$ cat src/rtl/mem_ctrl.sv
// Byte-serial memory controller: MEM-stage loads/stores and instruction fetches share one byte-wide RAM port.
// Optional macro MEM_CTRL_IFETCH_BUF_EN adds a one-entry fetch buffer that answers repeat fetches without RAM traffic.
module mem_ctrl #(
    parameter int ADDR_WIDTH = 32
) (
    input  logic                  clk,
    input  logic                  reset,
    input  logic                  mem_read,
    input  logic                  mem_write,
    input  logic [ADDR_WIDTH-1:0] mem_addr,
    input  logic [31:0]           mem_data_i,
    input  logic [2:0]            mem_length,
    input  logic                  mem_signed,
    output logic                  mem_busy,
    output logic                  mem_ready,
    output logic [31:0]           mem_data_o,
    input  logic                  if_read,
    input  logic [ADDR_WIDTH-1:0] if_addr,
    output logic                  if_busy,
    output logic                  if_ready,
    output logic [31:0]           if_data_o,
    output logic [ADDR_WIDTH-1:0] ram_a,
    input  logic [7:0]            ram_din,
    output logic [7:0]            ram_dout,
    output logic                  ram_wr
);
    typedef enum logic [1:0] {S_IDLE, S_READ, S_WRITE} state_t;

    state_t                r_state;
    logic [ADDR_WIDTH-1:0] r_base;
    logic [2:0]            r_len;
    logic [2:0]            r_cnt;
    logic                  r_signed;
    logic                  r_owner_if;
    logic [31:0]           r_wdata;
    logic [31:0]           r_rdata;
    logic [ADDR_WIDTH-1:0] r_ram_a;
    logic [7:0]            r_ram_dout;
    logic                  r_ram_wr;
    logic                  r_mem_ready;
    logic                  r_if_ready;
    logic [31:0]           r_mem_data;
    logic [31:0]           r_if_data;
`ifdef MEM_CTRL_IFETCH_BUF_EN
    logic                  r_buf_valid;
    logic [ADDR_WIDTH-1:0] r_buf_addr;
    logic [31:0]           r_buf_data;
`endif

    logic                  w_mem_wr_req;
    logic                  w_mem_rd_req;
    logic                  w_if_req;
    logic [2:0]            w_req_len;
    logic [1:0]            w_lane;
    logic [31:0]           w_rdata;
    logic [31:0]           w_rdata_ext;
    logic [ADDR_WIDTH-1:0] w_next_a;
    logic [7:0]            w_wbyte;

    // A requester still seeing its own ready pulse is ignored, so a held level request is not re-served.
    assign w_mem_wr_req = mem_write & ~r_mem_ready;
    assign w_mem_rd_req = mem_read  & ~r_mem_ready;
    assign w_if_req     = if_read   & ~r_if_ready;
    assign w_req_len    = (mem_length == 3'd1) ? 3'd1 : (mem_length == 3'd2) ? 3'd2 : 3'd4;
    assign w_lane       = r_cnt[1:0] - 2'd1;
    assign w_next_a     = r_base + ADDR_WIDTH'(r_cnt);
    assign w_wbyte      = r_wdata[{r_cnt[1:0], 3'b000} +: 8];

    always_comb begin
        w_rdata = r_rdata;
        w_rdata[{w_lane, 3'b000} +: 8] = ram_din;
        case (r_len)
            3'd1:    w_rdata_ext = {{24{r_signed & w_rdata[7]}},  w_rdata[7:0]};
            3'd2:    w_rdata_ext = {{16{r_signed & w_rdata[15]}}, w_rdata[15:0]};
            default: w_rdata_ext = w_rdata;
        endcase
    end

    always_ff @(posedge clk or posedge reset) begin
        if (reset) begin
            r_state     <= S_IDLE;
            r_base      <= '0;
            r_len       <= 3'd0;
            r_cnt       <= 3'd0;
            r_signed    <= 1'b0;
            r_owner_if  <= 1'b0;
            r_wdata     <= 32'd0;
            r_rdata     <= 32'd0;
            r_ram_a     <= '0;
            r_ram_dout  <= 8'd0;
            r_ram_wr    <= 1'b0;
            r_mem_ready <= 1'b0;
            r_if_ready  <= 1'b0;
            r_mem_data  <= 32'd0;
            r_if_data   <= 32'd0;
`ifdef MEM_CTRL_IFETCH_BUF_EN
            r_buf_valid <= 1'b0;
            r_buf_addr  <= '0;
            r_buf_data  <= 32'd0;
`endif
        end else begin
            r_mem_ready <= 1'b0;
            r_if_ready  <= 1'b0;
            case (r_state)
                S_IDLE: begin
                    if (w_mem_wr_req) begin
                        r_base     <= mem_addr;
                        r_len      <= w_req_len;
                        r_owner_if <= 1'b0;
                        r_wdata    <= mem_data_i;
                        r_ram_a    <= mem_addr;
                        r_ram_dout <= mem_data_i[7:0];
                        r_ram_wr   <= 1'b1;
                        r_cnt      <= 3'd1;
                        r_state    <= S_WRITE;
`ifdef MEM_CTRL_IFETCH_BUF_EN
                        r_buf_valid <= 1'b0;
`endif
                    end else if (w_mem_rd_req) begin
                        r_base     <= mem_addr;
                        r_len      <= w_req_len;
                        r_signed   <= mem_signed;
                        r_owner_if <= 1'b0;
                        r_rdata    <= 32'd0;
                        r_ram_a    <= mem_addr;
                        r_cnt      <= 3'd1;
                        r_state    <= S_READ;
`ifdef MEM_CTRL_IFETCH_BUF_EN
                    end else if (w_if_req && r_buf_valid && (r_buf_addr == if_addr)) begin
                        r_if_ready <= 1'b1;
                        r_if_data  <= r_buf_data;
`endif
                    end else if (w_if_req) begin
                        r_base     <= if_addr;
                        r_len      <= 3'd4;
                        r_signed   <= 1'b0;
                        r_owner_if <= 1'b1;
                        r_rdata    <= 32'd0;
                        r_ram_a    <= if_addr;
                        r_cnt      <= 3'd1;
                        r_state    <= S_READ;
                    end
                end
                S_READ: begin
                    if (r_cnt == r_len) begin
                        r_state <= S_IDLE;
                        r_cnt   <= 3'd0;
                        if (r_owner_if) begin
                            r_if_ready <= 1'b1;
                            r_if_data  <= w_rdata;
`ifdef MEM_CTRL_IFETCH_BUF_EN
                            r_buf_valid <= 1'b1;
                            r_buf_addr  <= r_base;
                            r_buf_data  <= w_rdata;
`endif
                        end else begin
                            r_mem_ready <= 1'b1;
                            r_mem_data  <= w_rdata_ext;
                        end
                    end else begin
                        r_rdata <= w_rdata;
                        r_ram_a <= w_next_a;
                        r_cnt   <= r_cnt + 3'd1;
                    end
                end
                S_WRITE: begin
                    if (r_cnt == r_len) begin
                        r_ram_wr    <= 1'b0;
                        r_state     <= S_IDLE;
                        r_cnt       <= 3'd0;
                        r_mem_ready <= 1'b1;
                    end else begin
                        r_ram_a    <= w_next_a;
                        r_ram_dout <= w_wbyte;
                        r_cnt      <= r_cnt + 3'd1;
                    end
                end
                default: r_state <= S_IDLE;
            endcase
        end
    end

    assign mem_busy   = (r_state != S_IDLE);
    assign if_busy    = mem_busy;
    assign mem_ready  = r_mem_ready;
    assign if_ready   = r_if_ready;
    assign mem_data_o = r_mem_data;
    assign if_data_o  = r_if_data;
    assign ram_a      = r_ram_a;
    assign ram_dout   = r_ram_dout;
    assign ram_wr     = r_ram_wr;
endmodule

$ cat config.mk
export PLATFORM = sky130hd
export DESIGN_NAME = mem_ctrl
export DESIGN_NICKNAME = d
export VERILOG_FILES = /design/src/rtl/mem_ctrl.sv
export SDC_FILE = /design/constraint.sdc
export NUM_CORES = 1
export LEC_CHECK = 0
export BUFFER_PORTS_ARGS = -buffer_cell sky130_fd_sc_hd__buf_2
export CORE_MARGIN = 2
export CORE_UTILIZATION = 55
export DETAILED_ROUTE_END_ITERATION = 7
export GPL_ROUTABILITY_DRIVEN = 0
export GPL_TIMING_DRIVEN = 0
export PLACE_DENSITY = 0.82
export SKIP_CTS_REPAIR_TIMING = 1
export SYNTH_ARGS = -nofsm -noshare
export SYNTH_HDL_FRONTEND = slang
export SYNTH_SLANG_ARGS = --single-unit
export TNS_END_PERCENT = 50
$ cat constraint.sdc
create_clock -name clk -period 7.4 [get_ports clk]
set_input_delay 0.37 -clock clk [delete_from_list [all_inputs] [get_ports clk]]
set_output_delay 0.37 -clock clk [all_outputs]
set_load 0.02 [all_outputs]
# Yosys cells after proc, flatten, opt, wreduce, memory -nomap -nowiden
# Index checks and enable logic that the tools add are counted.
[totals] register_bits=213 inputBits=113 output_inout_bits=109 word_cells=111
[op_classes] addsub=4 eq_ne=16 shifts=3 mux=45 n_bitwise=9 n_reduce_logical=19
[op_table] cell="$mux W32" n=8
[op_table] cell="$pmux W32 S2" n=3
[op_table] cell="$add A32 B3 Y32" n=1
[op_table] cell="$bwmux W32" n=1
[op_table] cell="$shift A8 B7 Y32 const A" n=1
[op_table] cell="$shiftx A32 B6 Y8" n=1
[op_table] cell="$shiftx A8 B7 Y32" n=1
[op_table] cell="$mux W3" n=9
[op_table] cell="$reduce_and A3 Y1" n=6
[op_table] cell="$mux W8" n=2
[op_table] cell="$pmux W8 S2" n=1
[op_table] cell="$mux W1" n=13
[op_table] cell="$ne A2 B2 Y1 const B" n=6
[op_table] cell="$reduce_bool A2 Y1" n=5
[op_table] cell="$mux W2" n=4
[op_table] cell="$reduce_and A2 Y1" n=4
[op_table] cell="$neg A5 Y7" n=1
[op_table] cell="$eq A3 B1 Y1 const B" n=2
[op_table] cell="$eq A3 B2 Y1 const B" n=2
[op_table] cell="$pmux W3 S2" n=1
[op_table] cell="$and A1 B1 Y1" n=5
[op_table] cell="$ne A4 B4 Y1 const B" n=1
[op_table] cell="$not A1 Y1" n=4
[op_table] cell="$pmux W1 S2" n=2
[op_table] cell="other kinds (12)" n=12

# Depth between registers and ports, before layout
[logic_depth] depth_word=6 ltp_mapped=11 mapped_depth_nobuf=7

# Worst setup path before layout
# Ideal clock, no wire load.
[synth_timing] kind="register to register" from="register r_cnt[0]" to="register r_mem_data[16] (netlist: mem_data_o[16])" setup_time_ns=0.138 arrival_time_ns=2.429 t_required_ns=7.262 path_slack_ns=4.833 stages_incl_launch_ff=12 n_path_buf=4 period_less_slack_ns=2.567 path_cell_list="dfrtp_1 -> buf_2 -> buf_2 -> inv_1 -> ha_1 -> nor2b_1 -> buf_2 -> a31oi_1 -> o22ai_1 -> nand3b_1 -> clkbuf_1 -> a31oi_1"
[synth_between] elab_chain_cells=6
[synth_lines] item="from (decl)" line="32" source="logic [2:0] r_cnt;"
[synth_lines] item="from (signal assigned)" line="163" source="r_cnt <= r_cnt + 3'd1;"
[synth_lines] item="from (signal assigned)" line="175" source="r_cnt <= r_cnt + 3'd1;"
[synth_lines] item="$sub A2 B1 Y2" line="65" source="assign w_lane = r_cnt[1:0] - 2'd1;"
[synth_lines] item="$neg A5 Y7" line="71" source="w_rdata[{w_lane, 3'b000} +: 8] = ram_din;"
[synth_lines] item="$shiftx A8 B7 Y32 or $shift A8 B7 Y32 (tied branches)" line="71"
[synth_lines] item="$bwmux W32" line="71"
[synth_lines] item="$and A1 B1 Y1 (on tied branches)" line="74, 73"
[synth_lines] item="$pmux W32 S2" line="72" source="case (r_len)"
[synth_lines] item="to (signal assigned)" line="158" source="r_mem_data <= w_rdata_ext;"
[synth_lines] item="to (decl)" line="42" source="logic [31:0] r_mem_data;"
# Parallel ways exist; a longest one is shown, timed or not.
# A chain may end at the register's enable or synchronous reset.

# Worst setup path after layout
# Ends and elaborated chain as after synthesis.

==> impl_metrics.env <==
export IMPL_io_pins=222
export IMPL_holdWs_ns=-0.0422
export IMPL_synth_fp_nets=1197
export IMPL_met3_length_mm=2.61
export IMPL_worstSetupPathType="flip-flop to flip-flop"
export IMPL_slew_headroom_pct=41.8
export IMPL_skew_ns=0.00905
export IMPL_port_buffers=221
export IMPL_core_area_um2=18800
export IMPL_critPathBufInv=5
export IMPL_grt_usage_pct=29.3
export IMPL_critical_path_max_stage_delay_ns=0.43
export IMPL_ys_types=59
export IMPL_die_w_um=143
export IMPL_cp_cell_sequence="buf_2, buf_2, inv_1, ha_1, nor2b_1, buf_2, a31oi_1, o22ai_1, nand3b_1, clkbuf_1, a31oi_1"
export IMPL_synthSimpleGateAreaFrac_pct=15.0
export IMPL_via_per_inst=5.92
export IMPL_async_flop_share_pct=100
export IMPL_route_detailed_drc=0
export IMPL_synth_top_area_share_pct=50.2
export IMPL_area_growth_pct=21.6
export IMPL_violations="hold timing"
export IMPL_critical_path_peak_fanout=10
export IMPL_powerDensity_nw_per_um2=492
export IMPL_synthTopCellsByArea="dfrtp_1, mux2_2, o21ai_0"
export IMPL_slew_violations=0
export IMPL_hold_path_class="input pin to async pin"
export IMPL_grt_max_degree=111
export IMPL_overflow=0
export IMPL_placed_area_um2=12100
export IMPL_drtIter0Drc=766
export IMPL_final_layout_size_suffix_gt1_share_pct=28.0
export IMPL_synth_area_per_cell_um2=9.92
export IMPL_setup_viol=0
export IMPL_cts_sink_count=213
export IMPL_synth_xor_area_share_pct=1.98
export IMPL_cp_num_cells=11
export IMPL_status="finished with violations"
export IMPL_synthAdderAreaFrac_pct=1.60
export IMPL_yosysSeqAreaShare_pct=50.2
export IMPL_cp_endpoint="mem_data_o[16]$_DFFE_PP0P_"
export IMPL_cts_inserted_buffers=23
export IMPL_cpMostUsedCell="buf_2"
export IMPL_worstSetupEndpointType="flip-flop"
export IMPL_top_layer_used="met4"
export IMPL_clock_fmax_mhz=282
export IMPL_cts_tree="done"
export IMPL_dr_pass1_iters=5
export IMPL_synth_edff_count=0
export IMPL_tightest_slew_ns=0.868
export IMPL_fp_dieArea_um2=20400
export IMPL_regToRegEndpoint="mem_data_o[16]$_DFFE_PP0P_"
export IMPL_wl_met2_mm=13.5
export IMPL_grt_pass1_vias=9210
export IMPL_ir_drop_v=0.000293
export IMPL_critPathArrivalTime_ns=3.91
export IMPL_htreeDepth=1
export IMPL_synth_compound_area_share_pct=14.9
export IMPL_antenna_found_initial=0
export IMPL_synth_top_family_by_area="simple AND/OR/NAND/NOR gates"
export IMPL_synth_mux_area_share_pct=11.7
export IMPL_drt_wirelength_per_cell_um=18.6
export IMPL_cp_data_required_time_ns=7.76
export IMPL_clk_pin_slew_ns=0.06
export IMPL_root_buffer="clkbuf_16"
export IMPL_diodes=0
export IMPL_final_antenna_net_count=0
export IMPL_regToRegSetupSlack_ns=3.85
export IMPL_critical_path_top_delay_family="buffers and inverters"
export IMPL_initial_core_util_pct=56.4
export IMPL_grt_pass1_wl_mm=47.6
export IMPL_yosysTopAreaCell="dfrtp_1"
export IMPL_ys_seq_elements=213
export IMPL_hpwlAfterDp_mm=21.1
export IMPL_nets=1444
export IMPL_fin_crit_ns=3.55
export IMPL_period_share_pct=47.9
export IMPL_worst_setup_path_start_kind="flip-flop"
export IMPL_rsz0062_at_grt="false"
export IMPL_finalWirelength_mm=29.7
export IMPL_critPathSlowestCell="dfrtp_1"
export IMPL_maxCapViolCount=0
export IMPL_nFillCells=1511
export IMPL_die_y_um=143
export IMPL_synth_flop_cell="dfrtp_1"
export IMPL_clock_latency_ns=0.51
export IMPL_p_leak_uw=0.00581
export IMPL_num_rows=50
export IMPL_synth_warnings=0
export IMPL_startpoint="r_cnt[0]$_DFFE_PP0P_"
export IMPL_ff2ff_path_depth=11
export IMPL_met1_length_mm=12.3
export IMPL_syn_inst=1071
export IMPL_clk_path_buf_depth=3
export IMPL_finalInstanceArea_um2=12900
export IMPL_num_vias=9432
export IMPL_syn_area_um2=10600
export IMPL_r2r_start="r_cnt[0]$_DFFE_PP0P_"
export IMPL_final_hold_viol_count=15
==> cell families after synthesis <==
kind of cell	count (synthesis)
flops	213
buf+inv	107
mux	107
fa+ha+maj	13
simple gates	342
compound gates	265
xor+xnor	24
==> report_power, final <==
group	total, µW	switching [µW]	internal [µW]
Combinational	3020	1880	1140
Clock	1270	471	795
Sequential	2070	373	1700
Total	6360	2730	3630
==> final cells by class <==
class / instances / area, µm² / area share [%]
sequential: 213 / 5330 / 41.3
clock inverter: 8 / 169 / 1.31
multi-input combinational: 751 / 4810 / 37.2
timing repair buffer: 222 / 1130 / 8.77
buffer: 69 / 342 / 2.64
tap: 260 / 325 / 2.52
inverter: 38 / 150 / 1.16
clock buffer: 33 / 663 / 5.13
==> registers in the layout (all words and copies together), names as in the netlist, 2 cells and up <==
name,flops
ram_dout,8
mem_data_o,32
r_state,2
r_rdata,32
r_cnt,3
r_len,3
if_data_o,32
r_base,32
r_wdata,32
ram_a,32
==> cell usage after synthesis (3+ instances only) <==
cell / count
o21ai_0: 125
a211oi_1: 3
nor3_1: 12
or3_1: 3
a311oi_1: 3
o22ai_1: 4
nand3b_1: 3
o31ai_1: 5
buf_2: 21
mux4_2: 8
a22oi_1: 6
nand2_1: 153
nand3_1: 43
buf_1: 4
mux2i_1: 38
buf_4: 9
o31a_1: 3
and4_1: 4
dfrtp_1: 213
a31oi_1: 23
and2_1: 3
nand2b_1: 4
a21oi_1: 54
mux2_2: 61
nand4_1: 12
inv_1: 37
a221o_1: 10
clkbuf_1: 32
a21o_1: 4
nor4_1: 8
a211o_1: 4
buf_6: 3
xnor2_1: 15
and3_1: 5
nor2_1: 58
xor2_1: 9
a32o_1: 8
nor2b_1: 23
ha_1: 12
==> cells in the final DEF (no fill, tap or decap), drive strengths merged, types with 5 or more instances in the layout <==
cell type | synthesis | layout
ha | 12 | 12
bufinv | 0 | 5
nand3 | 43 | 43
nor4 | 8 | 8
xor2 | 9 | 9
clkbuf | 32 | 65
inv | 37 | 37
nor2 | 58 | 58
mux2i | 38 | 38
buf | 37 | 259
dfrtp | 213 | 213
a22oi | 6 | 6
xnor2 | 15 | 15
mux2 | 61 | 61
a32o | 8 | 8
a21oi | 54 | 54
a31oi | 23 | 23
o31ai | 5 | 5
nor3 | 14 | 14
nand2 | 153 | 153
nand4 | 13 | 13
o21ai | 126 | 126
nor2b | 23 | 23
mux4 | 8 | 8
a221o | 10 | 10
and3 | 6 | 6
==> metal layers <==
layer / vias up / global-route usage, %
met2: 476 / 45.9
met4: 0 / 12.8
li1: 4296 / -
met5: - / 0
met3: 96 / 5.26
met1: 4564 / 40.3
==> how the worst min path moves through the flow <==
stage / slack [ns] / end / depth (start not counted)
finish: -0.04 / mem_data_o[4]$_DFFE_PP0P_ / 2
global route: 0.05 / mem_data_o[4]$_DFFE_PP0P_ / 2
CTS: 0.01 / mem_data_o[4]$_DFFE_PP0P_ / 2
detailed placement: 0.46 / r_rdata[7]$_DFFE_PP0P_ / 2
global placement: 0.46 / r_rdata[7]$_DFFE_PP0P_ / 2
floorplan: 0.44 / r_rdata[7]$_DFFE_PP0P_ / 2
==> metrics by stage <==
step / TNS (ns) / cells / power, µW / setup slack (ns) / utilization (%)
after floorplan: 0 / 1071 / 4080 / 1.21 / -
after global placement: -234.69 / 1552 / 4940 / -1.12 / 64.0
after detailed placement: 0 / 1553 / 5050 / 3.95 / 64.2
after CTS: 0 / 1594 / 6340 / 3.90 / 68.6
after global routing: 0 / 1594 / 6740 / 3.67 / 68.6
final: 0 / 1594 / 6360 / 3.85 / 68.6
No activity file was read; power rests on OpenSTA's default activity.
